`config.mk`:
```
export PLATFORM = sky130hd
export DESIGN_NAME = instr_encoder_loader_flat
export DESIGN_NICKNAME = d
export VERILOG_FILES = /design/src/rtl/instr_encoder_loader_if.sv /design/src/rtl/instr_encoder_loader.sv /design/src/flat_wrapper.sv
export SDC_FILE = /design/constraint.sdc
export NUM_CORES = 1
export LEC_CHECK = 0
export CORE_ASPECT_RATIO = 0.7
export CORE_MARGIN = 10
export CORE_UTILIZATION = 58
export CTS_CLUSTER_DIAMETER = 100
export DETAILED_ROUTE_END_ITERATION = 12
export HOLD_SLACK_MARGIN = 0.15
export PLACE_DENSITY = 0.85
export SKIP_CTS_REPAIR_TIMING = 1
export SYNTH_ARGS = -nofsm -noshare
export SYNTH_HDL_FRONTEND = slang
export SYNTH_SLANG_ARGS = --single-unit
```
`constraint.sdc`:
```
create_clock -name clk -period 7.9 [get_ports clk]
set_clock_uncertainty 0.15 [all_clocks]
set_input_delay 1.58 -clock clk [delete_from_list [all_inputs] [get_ports clk]]
set_output_delay 1.58 -clock clk [all_outputs]
set_load 0.1 [all_outputs]
```
`src/rtl/instr_encoder_loader_if.sv`:
```
// Tuple-input and instruction-memory write bundle for the program loader.
// The master drives field tuples and the memory ready line. The slave (the loader)
// answers with in_ready and drives the write bus.
interface instr_encoder_loader_if #(
    parameter int ADDR_W = 10
);
    logic              in_valid;
    logic              in_ready;
    logic [3:0]        in_op;
    logic [4:0]        in_rd;
    logic [4:0]        in_rn;
    logic [4:0]        in_rm;
    logic [25:0]       in_imm;
    logic              in_last;
    logic              imem_wr_en;
    logic              imem_ready;
    logic [ADDR_W-1:0] imem_addr;
    logic [31:0]       imem_wdata;

    modport master (
        output in_valid, in_op, in_rd, in_rn, in_rm, in_imm, in_last, imem_ready,
        input  in_ready, imem_wr_en, imem_addr, imem_wdata
    );

    modport slave (
        input  in_valid, in_op, in_rd, in_rn, in_rm, in_imm, in_last, imem_ready,
        output in_ready, imem_wr_en, imem_addr, imem_wdata
    );
endinterface

```
`src/rtl/instr_encoder_loader.sv`:
```
// LEGv8 program loader. It encodes op/field tuples into 32-bit instruction words,
// buffers them in a small FIFO, and writes them to consecutive instruction-memory
// addresses that start at base_addr. A load session runs IDLE -> LOAD -> DRAIN -> DONE.
module instr_encoder_loader #(
    parameter int DEPTH  = 4,
    parameter int ADDR_W = 10
) (
    input  logic                  clk,
    input  logic                  reset,
    input  logic                  start,
    input  logic [ADDR_W-1:0]     base_addr,
    instr_encoder_loader_if.slave bus,
    output logic                  busy,
    output logic                  done,
    output logic                  err,
    output logic [7:0]            err_count
);
    localparam int PTR_W = (DEPTH > 1) ? $clog2(DEPTH) : 1;
    localparam int CNT_W = PTR_W + 1;

    localparam logic [3:0] OP_ADDS = 4'd0;
    localparam logic [3:0] OP_SUBS = 4'd1;
    localparam logic [3:0] OP_ADDI = 4'd2;
    localparam logic [3:0] OP_SUBI = 4'd3;
    localparam logic [3:0] OP_LDUR = 4'd4;
    localparam logic [3:0] OP_STUR = 4'd5;
    localparam logic [3:0] OP_B    = 4'd6;
    localparam logic [3:0] OP_BL   = 4'd7;
    localparam logic [3:0] OP_CBZ  = 4'd8;
    localparam logic [3:0] OP_BR   = 4'd9;

    typedef enum logic [1:0] {
        S_IDLE  = 2'd0,
        S_LOAD  = 2'd1,
        S_DRAIN = 2'd2,
        S_DONE  = 2'd3
    } state_t;

    typedef struct packed {
        logic        legal;
        logic [31:0] word;
    } enc_t;

    // An immediate fits a signed N-bit field when every bit above the field
    // equals the sign bit, i.e. the upper slice is all ones or all zeros.
    function automatic enc_t encode(input logic [3:0]  op,
                                    input logic [4:0]  rd,
                                    input logic [4:0]  rn,
                                    input logic [4:0]  rm,
                                    input logic [25:0] imm);
        enc_t e;
        e.legal = 1'b1;
        e.word  = '0;
        case (op)
            OP_ADDS: e.word = {11'h558, rm, 6'b0, rn, rd};
            OP_SUBS: e.word = {11'h758, rm, 6'b0, rn, rd};
            OP_ADDI: begin
                e.word  = {10'h244, imm[11:0], rn, rd};
                e.legal = (imm[25:12] == '0);
            end
            OP_SUBI: begin
                e.word  = {10'h344, imm[11:0], rn, rd};
                e.legal = (imm[25:12] == '0);
            end
            OP_LDUR: begin
                e.word  = {11'h7C2, imm[8:0], 2'b00, rn, rd};
                e.legal = (&imm[25:8]) | ~(|imm[25:8]);
            end
            OP_STUR: begin
                e.word  = {11'h7C0, imm[8:0], 2'b00, rn, rd};
                e.legal = (&imm[25:8]) | ~(|imm[25:8]);
            end
            OP_B:    e.word = {6'b000101, imm};
            OP_BL:   e.word = {6'b100101, imm};
            OP_CBZ: begin
                e.word  = {8'hB4, imm[18:0], rd};
                e.legal = (&imm[25:18]) | ~(|imm[25:18]);
            end
            OP_BR:   e.word = {22'h3587C0, rn, 5'b0};
            default: e.legal = 1'b0;
        endcase
        return e;
    endfunction

    function automatic logic [7:0] sat_inc8(input logic [7:0] c);
        return (c == 8'hFF) ? c : c + 8'd1;
    endfunction

    state_t             state_q, state_d;
    logic [ADDR_W-1:0]  addr_q, addr_d;
    logic [PTR_W-1:0]   wr_ptr_q, wr_ptr_d;
    logic [PTR_W-1:0]   rd_ptr_q, rd_ptr_d;
    logic [CNT_W-1:0]   count_q, count_d;
    logic               err_q, err_d;
    logic [7:0]         err_count_q, err_count_d;
    logic [31:0]        mem_q [DEPTH];
    logic [31:0]        mem_d [DEPTH];

    enc_t enc;
    logic fifo_full;
    logic fifo_empty;
    logic in_ready_w;
    logic accept;
    logic push;
    logic pop;

    assign enc        = encode(bus.in_op, bus.in_rd, bus.in_rn, bus.in_rm, bus.in_imm);
    assign fifo_full  = (count_q == CNT_W'(DEPTH));
    assign fifo_empty = (count_q == '0);
    assign in_ready_w = (state_q == S_LOAD) & ~fifo_full;
    assign accept     = bus.in_valid & in_ready_w;
    assign push       = accept & enc.legal;
    assign pop        = ~fifo_empty & bus.imem_ready;

    assign bus.in_ready   = in_ready_w;
    assign bus.imem_wr_en = ~fifo_empty;
    assign bus.imem_addr  = addr_q;
    assign bus.imem_wdata = fifo_empty ? 32'h0 : mem_q[rd_ptr_q];
    assign busy           = (state_q != S_IDLE);
    assign done           = (state_q == S_DONE);
    assign err            = err_q;
    assign err_count      = err_count_q;

    // FIFO pointer/occupancy bookkeeping and storage of newly encoded words
    always_comb begin
        wr_ptr_d = wr_ptr_q;
        rd_ptr_d = rd_ptr_q;
        count_d  = count_q;
        mem_d    = mem_q;
        if (push) begin
            mem_d[wr_ptr_q] = enc.word;
            wr_ptr_d        = (wr_ptr_q == PTR_W'(DEPTH - 1)) ? '0 : wr_ptr_q + PTR_W'(1);
        end
        if (pop) begin
            rd_ptr_d = (rd_ptr_q == PTR_W'(DEPTH - 1)) ? '0 : rd_ptr_q + PTR_W'(1);
        end
        case ({push, pop})
            2'b10:   count_d = count_q + CNT_W'(1);
            2'b01:   count_d = count_q - CNT_W'(1);
            default: count_d = count_q;
        endcase
    end

    // Session FSM, write address counter and rejected-tuple reporting
    always_comb begin
        state_d     = state_q;
        addr_d      = addr_q;
        err_d       = accept & ~enc.legal;
        err_count_d = err_count_q;
        if (accept && !enc.legal) begin
            err_count_d = sat_inc8(err_count_q);
        end
        if (pop) begin
            addr_d = addr_q + ADDR_W'(1);
        end
        case (state_q)
            S_IDLE: begin
                if (start) begin
                    state_d = S_LOAD;
                    addr_d  = base_addr;
                end
            end
            S_LOAD: begin
                if (accept && bus.in_last) begin
                    state_d = S_DRAIN;
                end
            end
            // Leave as soon as the last queued word is being written so done
            // follows the final write by exactly one cycle.
            S_DRAIN: begin
                if (count_d == '0) begin
                    state_d = S_DONE;
                end
            end
            S_DONE:  state_d = S_IDLE;
            default: state_d = S_IDLE;
        endcase
    end

    // Control state with asynchronous active-low reset
    always_ff @(posedge clk or negedge reset) begin
        if (!reset) begin
            state_q     <= S_IDLE;
            addr_q      <= '0;
            wr_ptr_q    <= '0;
            rd_ptr_q    <= '0;
            count_q     <= '0;
            err_q       <= 1'b0;
            err_count_q <= '0;
        end else begin
            state_q     <= state_d;
            addr_q      <= addr_d;
            wr_ptr_q    <= wr_ptr_d;
            rd_ptr_q    <= rd_ptr_d;
            count_q     <= count_d;
            err_q       <= err_d;
            err_count_q <= err_count_d;
        end
    end

    // FIFO word storage; contents are qualified by the occupancy count
    always_ff @(posedge clk) begin
        mem_q <= mem_d;
    end
endmodule

```
`src/flat_wrapper.sv`:
```
// flat-port wrapper written by rule: the top's interface ports become plain ports
module instr_encoder_loader_flat 
#(
    parameter int DEPTH  = 4,
    parameter int ADDR_W = 10
)
  (clk, reset, start, base_addr, busy, done, err, err_count, bus_in_valid, bus_in_op, bus_in_rd, bus_in_rn, bus_in_rm, bus_in_imm, bus_in_last, bus_imem_ready, bus_in_ready, bus_imem_wr_en, bus_imem_addr, bus_imem_wdata);
  instr_encoder_loader_if #(.ADDR_W(ADDR_W)) bus_i ();
  input  logic clk;
  input  logic reset;
  input  logic start;
  input  logic [ADDR_W-1:0] base_addr;
  output logic busy;
  output logic done;
  output logic err;
  output logic [7:0] err_count;
  input wire logic [$bits(bus_i.in_valid)-1:0] bus_in_valid;
  input wire logic [$bits(bus_i.in_op)-1:0] bus_in_op;
  input wire logic [$bits(bus_i.in_rd)-1:0] bus_in_rd;
  input wire logic [$bits(bus_i.in_rn)-1:0] bus_in_rn;
  input wire logic [$bits(bus_i.in_rm)-1:0] bus_in_rm;
  input wire logic [$bits(bus_i.in_imm)-1:0] bus_in_imm;
  input wire logic [$bits(bus_i.in_last)-1:0] bus_in_last;
  input wire logic [$bits(bus_i.imem_ready)-1:0] bus_imem_ready;
  output wire logic [$bits(bus_i.in_ready)-1:0] bus_in_ready;
  output wire logic [$bits(bus_i.imem_wr_en)-1:0] bus_imem_wr_en;
  output wire logic [$bits(bus_i.imem_addr)-1:0] bus_imem_addr;
  output wire logic [$bits(bus_i.imem_wdata)-1:0] bus_imem_wdata;
  assign bus_i.in_valid = bus_in_valid;
  assign bus_i.in_op = bus_in_op;
  assign bus_i.in_rd = bus_in_rd;
  assign bus_i.in_rn = bus_in_rn;
  assign bus_i.in_rm = bus_in_rm;
  assign bus_i.in_imm = bus_in_imm;
  assign bus_i.in_last = bus_in_last;
  assign bus_i.imem_ready = bus_imem_ready;
  assign bus_in_ready = bus_i.in_ready;
  assign bus_imem_wr_en = bus_i.imem_wr_en;
  assign bus_imem_addr = bus_i.imem_addr;
  assign bus_imem_wdata = bus_i.imem_wdata;
  instr_encoder_loader #(.DEPTH(DEPTH), .ADDR_W(ADDR_W)) u_core (.clk(clk), .reset(reset), .start(start), .base_addr(base_addr), .bus(bus_i), .busy(busy), .done(done), .err(err), .err_count(err_count));
endmodule
```
==> results by group, run 1 <==
Run status
  • Status: finished, final reports clean

Logic synthesis
  • Synth top area share: 53.0%
  • Gate Count Post-Synth: 480
  • Synth area leader: edfxtp_1
  • Syn_nets: 555
  • Async SR Flop Fraction: around 18%
  • Average size of a mapped cell: roughly 15 um2
  • Area contributors post-synth: edfxtp_1 53%, mux4_2 11%, dfrtp_1 9.7%, and2_1 3.3%, ha_1 2.2%
  • Post-synth EDFFs: ~130
  • Register area share after synthesis: 62.6%
  • Synthesized area: 7250 um2
  • Ys flop type: edfxtp_1
  • Synth warnings: 0
  • Unique masters post-synth: 54
  • Count leader, synth: edfxtp_1
  • Top cells by instance count after synthesis: 128 x edfxtp_1, 38 x and2_1, 36 x mux4_2
  • #FFs+latches synth: 156

Timing
  • F_max: 172 MHz
  • Worst-Margin Slew: 1.12 ns
  • Slew Limit Fails: 0
  • Final Cycle Share: 73.4%
  • Setup tns final: 0 ns
  • Final hold viol count: 0
  • Final setup viols: 0
  • Slew Limit Headroom: 25.2%
  • Setup repair after global routing missed its margin: false
  • Min Clock Period, post-route: 5.80 ns

Cells and area
  • Antenna cells: 0
  • Area Overhead vs Synth: 25.4%
  • Layout cells sized above 1: 15.1%
  • # nets final: around 670

Clock tree
  • Worst-path clk slew: ~0.070 ns
  • Worst skew pair latency: 0.42 ns
  • H-tree depth: 4
  • Clock sinks: 156
  • Clock Path Buffers: 2
  • Root Driver: clkbuf_16
  • CTS tree: yes
  • Number of buffers created by CTS: 17

Worst setup path
  • Crit path DAT: 5.96 ns
  • CP endpoint kind: flip-flop
  • Critical setup path kind: in2reg
  • CP startpoint kind: input port
  • Worst EP required: 8.06 ns
  • Worst-path fanout max: 22

GRT
  • Initial antenna violation count: 0
  • Total Routing Usage GR: 20.8%
  • Vias in the first global route: 4945
  • First-pass GRT wire length: 28.4 mm
  • GRT overflow: 0
  • Largest net degree at the start of global routing: 36

Floorplan
  • Die extent in x: 154 um
  • Core footprint: 12300 um2
  • Die outline height: 114 um
  • I/O pin total: roughly 120
  • DIE AREA: 17500 um2
  • Number of cell rows: 34
  • Starting Density: between 50 and 60%

Route
  • DRT Pass-1 Iters: 8
  • WL final: around 18 mm
  • Final ANT Viol Nets: 0
  • DR WL/cell: 23.2 um
  • # DRC: 0
  • Via-to-Cell Ratio: between 6 and 7
  • 1st-iter DRT viols: 540
  • DR vias: 4771

Hold path
  • HP Class: reg2reg

Place
  • I/O Buffers: approximately 120
  • Gpl congestion: 0.926
  • HPWL after DPL: 12.2 mm

Job
  • Maximum Capacitance Violations: 0
==> final timing paths <==
path,from,end,slack [ns],cells after the start
setup / recovery,bus_in_op[2],u_core.state_q[1],2.10,16
hold / removal,u_core.err_count[4],u_core.err_count[4],0.38,1
setup reg to reg,u_core.count_q[2],u_core.state_q[1],3.66,11
hold reg to reg,u_core.err_count[4],u_core.err_count[4],0.38,1
max in group asynchronous,reset,u_core.rd_ptr_q[1],5.92,2
min in group asynchronous,reset,u_core.bus.imem_addr[5],1.39,2
==> cell families (layout without fill, tap and decap cells) <==
family / count (synthesis) / after routing / share of synthesized area [%]
AND/OR/NAND/NOR: 124 / 124 / 9.62
AO/OA/AOI/OAI: 70 / 70 / 7.09
buffers and inverters: 48 / 177 / 2.62
adder cells (fa/ha/maj): 14 / 14 / 2.52
multiplexers: 50 / 50 / 13.3
XOR/XNOR: 18 / 18 / 2.17
flip-flops: 156 / 156 / 62.6
==> state kept, by name (all words and copies together) (netlist names) <==
signal and count:
u_core.bus.imem_addr 10, u_core.count_q 3, u_core.err 1, u_core.err_count 8, u_core.mem_q 128, u_core.rd_ptr_q 2, u_core.state_q 2, u_core.wr_ptr_q 2
==> layer usage <==
| layer | vias to the layer above | wire, um | global-route usage, % |
|---|---|---|---|
| met3 | 58 | 1570 | 6.51 |
| met1 | 2329 | 6980 | 26.0 |
| li1 | 2098 | - | - |
| met4 | 0 | 533 | 7.09 |
| met5 | - | 0 | 0 |
| met2 | 286 | 8820 | 34.0 |
==> through the flow <==
stage	utilization, %	setup WS [ns]	hold slack (ns)	std cells	instance area [um2]
6_report	73.7	2.10	0.380	771	9090
5_1_grt	73.7	1.92	0.417	771	9090
4_1_cts	73.7	2.14	0.377	771	9090
3_5_place_dp	69.4	1.71	0.364	739	8560
3_3_place_gp	69.4	2.01	0.366	739	8560
2_1_floorplan	-	3.03	0.334	480	7250
==> area by class of cell <==
cell class / count / area [um2]
fillers: 748 / 3240
clock inverters: 15 / 110
clock buffers: 17 / 425
multi-input cells: 276 / 2520
flip-flops and latches: 156 / 4550
well taps: 162 / 203
repair buffers: 122 / 1200
inverters: 23 / 86.3
==> placed cells by master, fill, tap and decap left out, types with 8 or more instances in the layout <==
| master | netlist | layout |
|---|---|---|
| inv_1 | 23 | 23 |
| o21ai_0 | 12 | 12 |
| a21oi_1 | 16 | 16 |
| nand2_1 | 19 | 19 |
| ha_1 | 13 | 13 |
| clkdlybuf4s50_1 | 0 | 115 |
| xor2_1 | 11 | 11 |
| mux2_2 | 8 | 8 |
| nor2_1 | 26 | 26 |
| mux4_2 | 36 | 36 |
| a222oi_1 | 8 | 8 |
| clkbuf_16 | 0 | 17 |
| and2_1 | 38 | 38 |
| edfxtp_1 | 128 | 128 |
| dfrtp_1 | 28 | 26 |
==> worst max-delay path, cell delays in order <==
cell	delay [ns]
clkdlybuf4s50_1	1.07
nor2_1	0.18
and2_1	0.26
a31oi_1	0.25
o2bb2ai_4	0.16
o31a_4	0.38
inv_1	0.06
ha_1	0.17
inv_1	0.06
fa_1	0.38
xor2_1	0.19
nor2_1	0.08
xor2_1	0.17
or3_1	0.38
a21oi_1	0.21
mux2_2	0.35
Power of run 1 is left out: the tool's default activity adds up to more than one toggle a clock period on the data nets, which glitch-free logic cannot reach.
==> inputs of run 2 (changes only) <==
--- a/config.mk
+++ b/config.mk
@@ -7,11 +7,11 @@
 export LEC_CHECK = 0
 export CORE_ASPECT_RATIO = 0.7
 export CORE_MARGIN = 10
-export CORE_UTILIZATION = 58
+export CORE_UTILIZATION = 54
 export CTS_CLUSTER_DIAMETER = 100
 export DETAILED_ROUTE_END_ITERATION = 12
 export HOLD_SLACK_MARGIN = 0.15
-export PLACE_DENSITY = 0.85
+export PLACE_DENSITY = 0.8
 export SKIP_CTS_REPAIR_TIMING = 1
 export SYNTH_ARGS = -nofsm -noshare
 export SYNTH_HDL_FRONTEND = slang
==> constraint.sdc (replaced) <==
create_clock -name clk -period 5.7 [get_ports clk]
set_clock_uncertainty 0.15 [all_clocks]
set_input_delay 1.14 -clock clk [delete_from_list [all_inputs] [get_ports clk]]
set_output_delay 1.14 -clock clk [all_outputs]
set_load 0.1 [all_outputs]
==> run 2 against run 1 <==
Against the previous run: clock-buffer cell count unchanged; sequential share of layout area is 0.65 points lower; register-to-register slack got worse by 2.1 ns; core utilization down 3.6 points; critical path depth fell by 1; die area grew 6.3%; worst hold slack worse by 0.0053 ns; cell area grew 1.3%; routed wire length decreased by 1.6%; cell count increased by 1.4%; setup slack got worse by 1.3 ns; largest cell class unchanged.
==> results by group, run 2 (synthesized netlist as in run 1, its figures left out) <==
Worst setup path
  • CP startpoint kind: input port (unchanged)
  • Worst r2r dst: u_core.state_q[1] (unchanged)
  • Crit path DAT: 5.02 ns (was 5.96 ns)
  • CP endpoint kind: flip-flop (unchanged)
  • Reg2Reg Setup Slack: 1.52 ns (was 3.66 ns)
  • Worst EP required: 5.86 ns (was 8.06 ns)
  • Reg2reg path depth: 11 (unchanged)
  • Reg2reg start: u_core.count_q[2] (unchanged)
  • Worst-path fanout max: 9 (was 22)
  • Critical setup path kind: in2reg (unchanged)

Cells and area
  • Area Overhead vs Synth: 27.0% (was 25.4%)
  • Max FFs per register: 128 (unchanged)
  • Reg with most FFs: u_core.mem_q (unchanged)
  • Most common cell after layout, fill and taps aside: edfxtp_1 (unchanged)
  • Antenna cells: 0 (unchanged)
  • Layout cells sized above 1: 16.4% (was 15.1%)
  • # nets final: 678 (was 671)
  • Most frequent cells in the layout: 128 x edfxtp_1, 115 x clkdlybuf4s50_1, 38 x and2_1, 36 x mux4_2 (unchanged)

Place
  • I/O Buffers: 115 (unchanged)
  • Gpl congestion: 0.912 (was 0.926)
  • HPWL after DPL: 12.2 mm (about the same)

Clock tree
  • Worst-path clk slew: 0.07 ns (about the same)
  • Worst skew pair latency: 0.42 ns (about the same)
  • Root Driver: clkbuf_16 (unchanged)
  • H-tree depth: 4 (unchanged)
  • Clock sinks: 156 (unchanged)
  • Clock Path Buffers: 2 (unchanged)
  • CTS tree: yes (unchanged)
  • Number of buffers created by CTS: 17 (unchanged)

Run status
  • Status: finished, final reports clean (unchanged)

Timing
  • Slew Limit Fails: 0 (unchanged)
  • Setup repair after global routing missed its margin: false (unchanged)
  • Setup tns final: 0 ns (unchanged)
  • Min Clock Period, post-route: 4.86 ns
  • F_max: 206 MHz
  • Final setup viols: 0 (unchanged)
  • Slew Limit Headroom: 25.2% (about the same)
  • Final Cycle Share: 85.3%
  • Final hold viol count: 0 (unchanged)
  • Worst-Margin Slew: 1.12 ns (about the same)

Floorplan
  • Starting Density: 55.2% (was 58.8%)
  • Die extent in x: 159 um (was 154 um)
  • I/O pin total: 116 (unchanged)
  • Die outline height: 117 um (was 114 um)
  • Core footprint: 13100 um2 (was 12300 um2)
  • DIE AREA: 18500 um2 (was 17500 um2)
  • Number of cell rows: 35 (was 34)

GRT
  • Vias in the first global route: 4789 (was 4945)
  • GRT overflow: 0 (unchanged)
  • Largest net degree at the start of global routing: 35 (was 36)
  • Initial antenna violation count: 0 (unchanged)
  • Total Routing Usage GR: 19.6% (was 20.8%)
  • First-pass GRT wire length: 27.4 mm (was 28.4 mm)

Hold path
  • Hold Crit Start: u_core.err_count[0] (was u_core.err_count[4])
  • HP Class: reg2reg (unchanged)
  • Hold Path End: u_core.err_count[0] (was u_core.err_count[4])
  • Hold depth: 1 (unchanged)

Route
  • DR WL/cell: 22.5 um (was 23.2 um)
  • Uppermost routed layer: met4 (unchanged)
  • # DRC: 0 (unchanged)
  • Met2 routed WL: 8.69 mm (was 8.82 mm)
  • DRT Pass-1 Iters: 8 (unchanged)
  • WL final: 17.6 mm (was 17.9 mm)
  • DR WL met3: 1.61 mm (was 1.57 mm)
  • Via-to-Cell Ratio: 6.01 (was 6.19)
  • Final ANT Viol Nets: 0 (unchanged)
  • Met1 Wirelength: 7.12 mm (was 6.98 mm)
  • 1st-iter DRT viols: 660 (was 540)
  • DR vias: 4703 (was 4771)

Job
  • Maximum Capacitance Violations: 0 (unchanged)
## run 2: changes by cell type in the layout (fill, tap and decap cells not counted), sizes merged
cell      before  now
buf            7   14
inv           29   30
clkinvlp       2    1
## run 2: final cells by class
type	count	area, um2
flip-flops and latches	156	4550
fillers	835	3920
multi-input cells	276	2520
repair buffers	129	1260
clock buffers	17	425
well taps	166	208
clock inverters	15	173
inverters	23	86.3
## run 2: worst max-delay path, cell delays in order
cell and delay [ns]:
clkdlybuf4s50_1 0.48, or4_1 0.57, or4_4 0.45, o2bb2ai_4 0.28, o31a_4 0.22, inv_1 0.05, ha_1 0.21, inv_1 0.08
fa_1 0.17, xor2_1 0.16, nor2_1 0.07, xor2_1 0.15, or3_1 0.39, a21oi_1 0.21, mux2_2 0.37
## run 2: worst max-delay path by stage
stage / startpoint / to / slack (ns) / cells past startpoint
global placement: bus_in_imm[13] / u_core.state_q[1] / 0.65 / 15
floorplan: bus_in_imm[13] / u_core.state_q[1] / 1.27 / 14
detailed placement: bus_in_imm[12] / u_core.state_q[1] / 0.40 / 15
CTS: bus_in_imm[13] / u_core.state_q[1] / 0.84 / 15
global route: bus_in_op[1] / u_core.state_q[1] / 0.64 / 15
finish: bus_in_imm[12] / u_core.state_q[1] / 0.84 / 15
## run 2: per-layer routing
metal / up-vias / track usage (%)
met5: - / 0
met4: 0 / 4.62
met3: 24 / 6.32
li1: 2110 / -
met2: 232 / 31.4
met1: 2337 / 25.7
## run 2: through the flow
stage | hold WS (ns) | util (%) | setup WS [ns] | area (um2) | instances
2_1_floorplan | 0.334 | - | 1.27 | 7250 | 480
3_3_place_gp | 0.355 | 65.6 | 0.655 | 8620 | 750
3_5_place_dp | 0.367 | 65.6 | 0.398 | 8620 | 750
4_1_cts | 0.376 | 70.1 | 0.840 | 9220 | 782
5_1_grt | 0.431 | 70.1 | 0.641 | 9220 | 782
6_report | 0.375 | 70.1 | 0.840 | 9220 | 782
Power of run 2 is left out for the same reason.
==> inputs of run 3 (changes only) <==
--- a/config.mk
+++ b/config.mk
@@ -6,13 +6,12 @@
 export NUM_CORES = 1
 export LEC_CHECK = 0
 export CORE_ASPECT_RATIO = 0.7
-export CORE_MARGIN = 10
+export CORE_MARGIN = 2
 export CORE_UTILIZATION = 54
 export CTS_CLUSTER_DIAMETER = 100
 export DETAILED_ROUTE_END_ITERATION = 12
 export HOLD_SLACK_MARGIN = 0.15
 export PLACE_DENSITY = 0.8
-export SKIP_CTS_REPAIR_TIMING = 1
 export SYNTH_ARGS = -nofsm -noshare
 export SYNTH_HDL_FRONTEND = slang
 export SYNTH_SLANG_ARGS = --single-unit
==> run 3 against run 2 <==
Against the previous run: sequential share of layout area fell by 0.074 points; critical path depth stayed put; core utilization up 0.10 points; maximum frequency rose by 0.55%; largest cell class unchanged; cell count increased by 0.26%.
==> results by group, run 3 (synthesized netlist as in run 1, its figures left out) <==
Run status
  • Status: finished, final reports clean (unchanged)

Clock tree
  • Root Driver: clkbuf_16 (unchanged)
  • H-tree depth: 4 (unchanged)
  • Worst skew pair latency: 0.42 ns (about the same)
  • Number of buffers created by CTS: 17 (unchanged)
  • Setup Fix Bufs, Post-CTS: 0
  • CTS tree: yes (unchanged)
  • Clock Path Buffers: 2 (unchanged)
  • Worst-path clk slew: 0.07 ns (about the same)
  • Post-CTS resize count: 0
  • Clock sinks: 156 (unchanged)
  • CTS Hold Bufs: 0

Job
  • Maximum Capacitance Violations: 0 (unchanged)

GRT
  • Vias in the first global route: 4818 (was 4789)
  • Initial antenna violation count: 0 (unchanged)
  • GRT overflow: 0 (unchanged)
  • First-pass GRT wire length: 26.5 mm (was 27.4 mm)
  • Total Routing Usage GR: 24.9% (was 19.6%)
  • Largest net degree at the start of global routing: 35 (unchanged)

Cells and area
  • Fill count: 874 (was 835)
  • Most common cell after layout, fill and taps aside: edfxtp_1 (unchanged)
  • Most frequent cells in the layout: 128 x edfxtp_1, 115 x clkdlybuf4s50_1, 38 x and2_1, 36 x mux4_2 (unchanged)
  • Reg with most FFs: u_core.mem_q (unchanged)
  • Design area: 9230 um2 (was 9220 um2)
  • Area Overhead vs Synth: 27.2% (was 27.0%)
  • Layout cells sized above 1: 16.7% (was 16.4%)
  • # nets final: 680 (was 678)
  • Antenna cells: 0 (unchanged)
  • Max FFs per register: 128 (unchanged)

Timing
  • F_max: 207 MHz (was 206 MHz)
  • Worst-Margin Slew: 1.17 ns (was 1.12 ns)
  • Final Cycle Share: 84.8% (was 85.3%)
  • Setup tns final: 0 ns (unchanged)
  • Slew Limit Fails: 0 (unchanged)
  • Slew Limit Headroom: 22.2% (was 25.2%)
  • Min Clock Period, post-route: 4.83 ns (was 4.86 ns)
  • WHS: 0.373 ns (was 0.375 ns)
  • Final hold viol count: 0 (unchanged)
  • Final setup viols: 0 (unchanged)
  • Setup repair after global routing missed its margin: false (unchanged)

Worst setup path
  • Crit path DAT: 5.00 ns (was 5.02 ns)
  • CP endpoint kind: flip-flop (unchanged)
  • Worst EP required: 5.86 ns (about the same)
  • Critical setup path kind: in2reg (unchanged)
  • Worst-path fanout max: 15 (was 9)
  • CP startpoint kind: input port (unchanged)

Place
  • Gpl congestion: 0.870 (was 0.912)
  • HPWL after DPL: 11.1 mm (was 12.2 mm)
  • Placed cell areas: 8630 um2 (was 8620 um2)
  • I/O Buffers: 115 (unchanged)

Floorplan
  • Starting Density: 55.2% (unchanged)
  • Core footprint: 13100 um2 (unchanged)
  • DIE AREA: 14400 um2 (was 18500 um2)
  • Number of cell rows: 35 (unchanged)
  • Die extent in x: 143 um (was 159 um)
  • Die outline height: 101 um (was 117 um)
  • I/O pin total: 116 (unchanged)

Route
  • DR WL/cell: 21.4 um (was 22.5 um)
  • # DRC: 0 (unchanged)
  • 1st-iter DRT viols: 475 (was 660)
  • Final ANT Viol Nets: 0 (unchanged)
  • DRT Pass-1 Iters: 6 (was 8)
  • WL final: 16.8 mm (was 17.6 mm)
  • Via-to-Cell Ratio: 6.12 (was 6.01)
  • DR vias: 4797 (was 4703)

Hold path
  • HP Class: reg2reg (unchanged)
==> run 3: cell types whose count changed in the layout (fill, tap and decap cells not counted), moves of 2 or more <==
| cell | delta |
|---|---|
| clkinv_8 | -3 |
| buf_4 | +2 |
| clkinv_4 | -2 |
| clkinvlp_4 | +2 |
==> run 3: metrics by stage <==
stage | cells | util [%] | worst slack [ns]
after floorplan | 480 | - | 1.27
after global placement | 752 | 65.7 | 0.616
after detailed placement | 752 | 65.7 | 0.492
after CTS | 784 | 70.2 | 0.880
after global routing | 784 | 70.2 | 0.656
final | 784 | 70.2 | 0.867
==> run 3: path summary, 6_finish.rpt <==
kind | start | endpoint | slack, ns | depth (start not counted)
setup reg to reg | u_core.count_q[0] | u_core.state_q[1] | 1.48 | 11
setup / recovery | bus_in_op[2] | u_core.state_q[1] | 0.87 | 15
hold / removal | u_core.err_count[0] | u_core.err_count[0] | 0.37 | 1
hold reg to reg | u_core.err_count[0] | u_core.err_count[0] | 0.37 | 1
max in group asynchronous | reset | u_core.rd_ptr_q[1] | 4.17 | 2
min in group asynchronous | reset | u_core.bus.imem_addr[5] | 0.94 | 2
==> run 3: routing by layer <==
layer	track usage, %	up-vias	share of wire [%]
li1	-	2112	-
met1	34.4	2436	42
met2	39.9	221	49
met3	5.46	28	7.2
met4	8.38	0	1.8
met5	0	-	0
==> run 3: worst max-delay path, stage by stage <==
cell and delay [ns]:
clkdlybuf4s50_1 0.69, buf_4 0.29, nor2_1 0.22, a21o_1 0.26, o31a_4 0.38, inv_1 0.06, ha_1 0.17, inv_1 0.07
fa_1 0.39, xor2_1 0.15, nor2_1 0.11, xor2_1 0.08, or3_1 0.37, a21oi_1 0.25, mux2_2 0.36
==> run 3: layout make-up <==
class | count | area [um2] | area share, %
flip-flops and latches | 156 | 4550 | 49.3
multi-input cells | 276 | 2520 | 27.3
clock buffers | 17 | 425 | 4.61
well taps | 166 | 208 | 2.25
inverters | 23 | 86.3 | 0.935
repair buffers | 131 | 1270 | 13.8
clock inverters | 15 | 171 | 1.86
Power of run 3 is left out for the same reason.
